### src/rtl/flush_ctrl.sv
// -----------------------------------------------------------------------------
// flush_ctrl
//
// Branch-misprediction flush controller. When the branch resolving in EX
// disagrees with its prediction, younger instructions are killed for
// FLUSH_CYCLES non-stalled cycles. Fetch is redirected to the correct path
// with a one-cycle strobe.
//
// Optional feature: define FLUSH_CTRL_STATS_EN to build saturating branch and
// misprediction statistics counters. When the macro is undefined, no counter
// registers exist and both counter outputs read 0.
//
// Parameters
//   WIDTH        PC width in bits
//   FLUSH_CYCLES flush length in non-stalled cycles, 1..15
//   CNT_WIDTH    statistics counter width
//
// Ports
//   clk            in   rising-edge clock
//   reset          in   asynchronous active-low reset
//   branch_inst    in   resolving branch present in EX this cycle
//   result         in   resolved direction (1 = taken)
//   prediction     in   predicted direction (1 = taken)
//   save_pc        in   PC of the resolving branch
//   target_pc      in   resolved taken target
//   stall          in   pipeline frozen this cycle
//   flush          out  kill younger instructions
//   redirect_valid out  one-cycle fetch redirect strobe
//   redirect_pc    out  fetch redirect address
//   busy           out  controller is in the FLUSH state
//   mispredict_cnt out  mispredictions accepted
//   branch_cnt     out  branches accepted
//   state_dbg      out  current FSM state (0 = IDLE, 1 = FLUSH)
//
// Handshake: redirect_valid/redirect_pc form a valid-only strobe. Fetch has
// no ready/backpressure input; it must take the redirect in the cycle
// redirect_valid is high. A stall freezes the strobe, so a redirect raised
// just before a stall stays visible until the pipeline moves again.
// -----------------------------------------------------------------------------
module flush_ctrl #(
  parameter int WIDTH        = 32,
  parameter int FLUSH_CYCLES = 2,
  parameter int CNT_WIDTH    = 16
) (
  input  logic                 clk,
  input  logic                 reset,
  input  logic                 branch_inst,
  input  logic                 result,
  input  logic                 prediction,
  input  logic [WIDTH-1:0]     save_pc,
  input  logic [WIDTH-1:0]     target_pc,
  input  logic                 stall,
  output logic                 flush,
  output logic                 redirect_valid,
  output logic [WIDTH-1:0]     redirect_pc,
  output logic                 busy,
  output logic [CNT_WIDTH-1:0] mispredict_cnt,
  output logic [CNT_WIDTH-1:0] branch_cnt,
  output logic                 state_dbg
);

  typedef enum logic {
    IDLE  = 1'b0,
    FLUSH = 1'b1
  } state_e;

  // The detection cycle is the first flush cycle, so FLUSH covers the rest.
  localparam logic [3:0] RELOAD     = 4'(FLUSH_CYCLES - 1);
  // With a single-cycle flush there is nothing left to hold in FLUSH.
  localparam bit         MULTI_CYC  = (FLUSH_CYCLES > 1);

  state_e           state_q, state_d;
  logic [3:0]       rem_q, rem_d;
  logic             redirect_valid_q, redirect_valid_d;
  logic [WIDTH-1:0] redirect_pc_q, redirect_pc_d;

  logic busy_w;
  logic mispredict;
  logic accept;

  assign busy_w     = (state_q == FLUSH);
  // Branches seen while busy sit in stages being flushed; they are ignored.
  assign mispredict = branch_inst & (result != prediction) & ~busy_w;
  assign accept     = mispredict & ~stall;

  // ---------------------------------------------------------------------------
  // FSM: state register
  // ---------------------------------------------------------------------------
  always_ff @(posedge clk or negedge reset) begin
    if (!reset) begin
      state_q <= IDLE;
      rem_q   <= 4'd0;
    end else begin
      state_q <= state_d;
      rem_q   <= rem_d;
    end
  end

  // ---------------------------------------------------------------------------
  // FSM: next-state logic. A stall freezes state and remaining count; a
  // mispredict under stall is not taken because the branch re-presents.
  // ---------------------------------------------------------------------------
  always_comb begin
    state_d = state_q;
    rem_d   = rem_q;
    if (!stall) begin
      case (state_q)
        IDLE: begin
          if (mispredict && MULTI_CYC) begin
            state_d = FLUSH;
            rem_d   = RELOAD;
          end
        end
        FLUSH: begin
          // <= 1 rather than == 1 so a corrupted zero count cannot wedge FLUSH.
          if (rem_q <= 4'd1) begin
            state_d = IDLE;
            rem_d   = 4'd0;
          end else begin
            rem_d = rem_q - 4'd1;
          end
        end
        default: begin
          state_d = IDLE;
          rem_d   = 4'd0;
        end
      endcase
    end
  end

  // ---------------------------------------------------------------------------
  // FSM: outputs. flush rises combinationally in the detection cycle so the
  // instruction fetched behind the branch never commits; reset masks it.
  // ---------------------------------------------------------------------------
  always_comb begin
    flush     = reset & (busy_w | mispredict);
    busy      = busy_w;
    state_dbg = state_q;
  end

  // ---------------------------------------------------------------------------
  // Redirect datapath: captured on an accepted mispredict, held under stall.
  // ---------------------------------------------------------------------------
  always_comb begin
    redirect_valid_d = redirect_valid_q;
    redirect_pc_d    = redirect_pc_q;
    if (!stall) begin
      redirect_valid_d = accept;
      if (accept) begin
        // Not-taken path wraps naturally at 2^WIDTH.
        redirect_pc_d = result ? target_pc : (save_pc + WIDTH'(4));
      end
    end
  end

  always_ff @(posedge clk or negedge reset) begin
    if (!reset) begin
      redirect_valid_q <= 1'b0;
      redirect_pc_q    <= '0;
    end else begin
      redirect_valid_q <= redirect_valid_d;
      redirect_pc_q    <= redirect_pc_d;
    end
  end

  assign redirect_valid = redirect_valid_q;
  assign redirect_pc    = redirect_pc_q;

  // ---------------------------------------------------------------------------
  // Statistics counters (saturating)
  // ---------------------------------------------------------------------------
`ifdef FLUSH_CTRL_STATS_EN
  logic [CNT_WIDTH-1:0] branch_cnt_q, branch_cnt_d;
  logic [CNT_WIDTH-1:0] mispredict_cnt_q, mispredict_cnt_d;

  always_comb begin
    branch_cnt_d     = branch_cnt_q;
    mispredict_cnt_d = mispredict_cnt_q;
    if (branch_inst && !busy_w && !stall && (branch_cnt_q != '1)) begin
      branch_cnt_d = branch_cnt_q + CNT_WIDTH'(1);
    end
    if (accept && (mispredict_cnt_q != '1)) begin
      mispredict_cnt_d = mispredict_cnt_q + CNT_WIDTH'(1);
    end
  end

  always_ff @(posedge clk or negedge reset) begin
    if (!reset) begin
      branch_cnt_q     <= '0;
      mispredict_cnt_q <= '0;
    end else begin
      branch_cnt_q     <= branch_cnt_d;
      mispredict_cnt_q <= mispredict_cnt_d;
    end
  end

  assign branch_cnt     = branch_cnt_q;
  assign mispredict_cnt = mispredict_cnt_q;
`else
  assign branch_cnt     = '0;
  assign mispredict_cnt = '0;
`endif

endmodule

### config.mk
export PLATFORM = sky130hd
export DESIGN_NAME = flush_ctrl
export DESIGN_NICKNAME = d
export VERILOG_FILES = /design/src/rtl/flush_ctrl.sv
export SDC_FILE = /design/constraint.sdc
export NUM_CORES = 1
export LEC_CHECK = 0
export CORE_MARGIN = 2
export CORE_UTILIZATION = 43
export CTS_CLUSTER_SIZE = 10
export DETAILED_ROUTE_END_ITERATION = 16
export GPL_TIMING_DRIVEN = 0
export PLACE_DENSITY = 0.86
export SKIP_LAST_GASP = 1
export SYNTH_ARGS = -nofsm -noshare
export SYNTH_HDL_FRONTEND = slang
export SYNTH_SLANG_ARGS = --single-unit
### constraint.sdc
create_clock -name clk -period 3.01 [get_ports clk]
set_input_delay 0.602 -clock clk [delete_from_list [all_inputs] [get_ports clk]]
set_output_delay 0.602 -clock clk [all_outputs]
set_load 0.02 [all_outputs]
==> results of run 1 <==
power by group through the flow:
stage	logic [µW]	registers [µW]	clock network (µW)
6_report	1330	870	433
5_1_grt	1440	904	458
4_1_cts	1340	872	443
3_5_place_dp	1330	878	0
3_3_place_gp	1300	869	0
2_1_floorplan	443	1110	0
state kept, by name, indices dropped and copies added, names as in the netlist:
name,flops
rem_q,4
busy,1
redirect_valid,1
redirect_pc,32
Yosys cell counts, types with 2 or more instances:
cell / instances
and3_1: 3
buf_6: 2
ha_1: 3
nand2b_1: 2
clkbuf_1: 7
xor2_1: 17
and4_1: 3
buf_2: 5
o21ai_0: 15
nor2b_1: 2
o221ai_1: 14
buf_4: 35
nor3_1: 2
mux2i_1: 5
nand4_1: 10
inv_1: 7
nand2_1: 60
o221ai_2: 4
dfrtp_1: 38
xnor2_1: 10
o2bb2ai_1: 2
a221o_1: 2
mux2_2: 2
nand3_1: 14
a21oi_1: 10
nor2_1: 19
layout make-up:
class                           count  area, µm²
Tap cell                           75       93.8
Timing Repair Buffer              103       1030
Clock buffer                        5       68.8
Multi-Input combinational cell    245       1450
Clock inverter                      3       40.0
Fill cell                         537       1960
Sequential cell                    38        951
Inverter                            7       26.3
Buffer                             50        340
how the worst max path moves through the flow:
stage / from / end / slack (ps) / cells past startpoint
floorplan: result / flush / 1060 / 4
global placement: reset / flush / -800 / 3
detailed placement: reset / flush / 230 / 3
CTS: reset / flush / 220 / 3
global route: reset / flush / 130 / 3
finish: prediction / flush / 260 / 5
cell families (layout without fill, tap and decap cells):
group | Yosys count | count (layout) | synth area share
compound gates | 51 | 51 | 0.141
simple gates | 124 | 124 | 0.223
other cells | 1 | 32 | 0.00142
xor+xnor | 28 | 28 | 0.0954
mux | 7 | 7 | 0.0274
flops | 38 | 38 | 0.359
fa+ha+maj | 3 | 3 | 0.0142
buf+inv | 57 | 168 | 0.138
metal layers:
metal  wire [µm]  share of wire  track usage
met3         478          0.063       0.0446
met4         161          0.021       0.0770
met5           0              0            0
met2        3760           0.49        0.402
met1        3230           0.42        0.283
stage by stage:
| step | instances | power [µW] | worst slack [ps] |
|---|---|---|---|
| finish | 526 | 2630 | 263 |
| global route | 526 | 2800 | 128 |
| CTS | 526 | 2650 | 222 |
| detailed placement | 518 | 2210 | 229 |
| global placement | 518 | 2170 | -796 |
| floorplan | 340 | 1560 | 1060 |
==> metrics.yaml, run 1 <==
yosys-top-cells-area: "dfrtp_1, buf_4, nand2_1"
grt_overflow: 0
wirelength_um: 7630
io_buffers: 103
crit_top_cell: "clkdlybuf4s50_1"
final_common_cell: "clkdlybuf4s50_1"
core-area_mm2: 0.00596
reg2regPathDepth: 6
synth_area_per_cell_um2: 8.58
vias: 2586
final_cell_mix: "clkdlybuf4s50_1, nand2_1, dfrtp_1"
intPower_uw: 1630
vdd_ir_drop_max_v: 0.000447
area_delta_synth_final_pct: 50.8
syn_area_mm2: 0.00265
yosysTopAreaCellShare: 0.359
cts_buffers: 5
first_iter_violations: 116
rows: 28
first_pass_iters: 4
status: "finished clean"
reg2reg_to: "redirect_pc[29]$_DFFE_PN0P_"
clock-sinks: 38
end_kind: "primary output"
critPathKind: "primary input to primary output"
clock_latency_ps: 290
ys_warn_count: 0
via_per_inst: 4.92
p_per_area_mw_per_mm2: 659
max_stage_delay_ps: 610
p_leak_uw: 0.00177
synth-edff-count: 0
ctsResizeCount: 0
setup_violations: 0
worstMarginPinSlew_ps: 873
clkTransAtPathRegs_ps: 80
timing.rr.start: "busy$_DFFE_PN0N_"
ys_types: 42
rsz0062_at_grt: "false"
max-cap-violations: 0
min_period_over_period: 0.913
drtAntennaViolNets: 0
place_area_mm2: 0.00389
layout.nets: 523
cts_tree: "done"
finalCriticalPeriod_ps: 2750
dieArea_mm2: 0.00681
die_y_um: 82.5
synth_top_area_cell: "dfrtp_1"
cpLargestDelayFamily: "buffers and inverters"
pin_count: 138
grt_pass1_vias: 2599
diodes: 0
wl_per_cell_um: 14.5
drv_slew: 0
hold_viol: 0
pwr-share-clk: 0.165
arrival_ps: 2140
clk_path_buf_depth: 2
synth-main-ff-cell: "dfrtp_1"
gp_congestion: 0.854
fin_util: 0.671
initial_core_util: 0.445
cts_setup_buffers: 0
ctsHoldBuffers: 0
crit_chain: "clkdlybuf4s50_1 -> xor2_2 -> a21oi_1 -> nor2b_1 -> clkdlybuf4s50_1"
final_area_mm2: 0.00400
synthArstFlopShare: 1.00
syn_inst: 309
required_ps: 2410
tns_ps: 0
cp-start-kind: "primary input"
power_frac_seq: 0.330
cts-htree-levels: 2
critPathSlowestCell: "clkdlybuf4s50_1"
die_w_um: 82.5
swShare: 0.379
path_max_fanout: 4
holdCritPathClass: "primary input to async pin"
rrSetupSlack_ps: 1390
cts_root_buf: "clkbuf_8"
skew_ps: 6.14
grt_first_pass_wirelength_um: 12000
synth_seq_area_share: 0.359
remaining_drc_errors: 0
clock.fmax_ghz: 0.364
cp_num_buf_inv: 2
grt_start_max_net_pins: 40
track_usage: 0.230
fin_hold_ws_ps: 420
drive_gt1_frac: 0.137
combPwrFrac: 0.505
dp_hpwl_um: 5950
power_switching_uw: 998
grt_antenna_before_repair: 0
ys_seq_elements: 38
relSlewSlack: 0.418
(Power assumes the default switching activity.)
==> inputs of run 2 (changes only) <==
Settings changed: CTS_CLUSTER_SIZE 10 to not set.
==> results of run 2 <==
No change in the layout: final DEF, timing and power equal those of run 1.
==> inputs of run 3 (changes only) <==
Settings changed: CAP_MARGIN set to 10, SKIP_LAST_GASP 1 to not set.
==> results of run 3 <==
No change in the layout: final DEF, timing and power equal those of run 1.
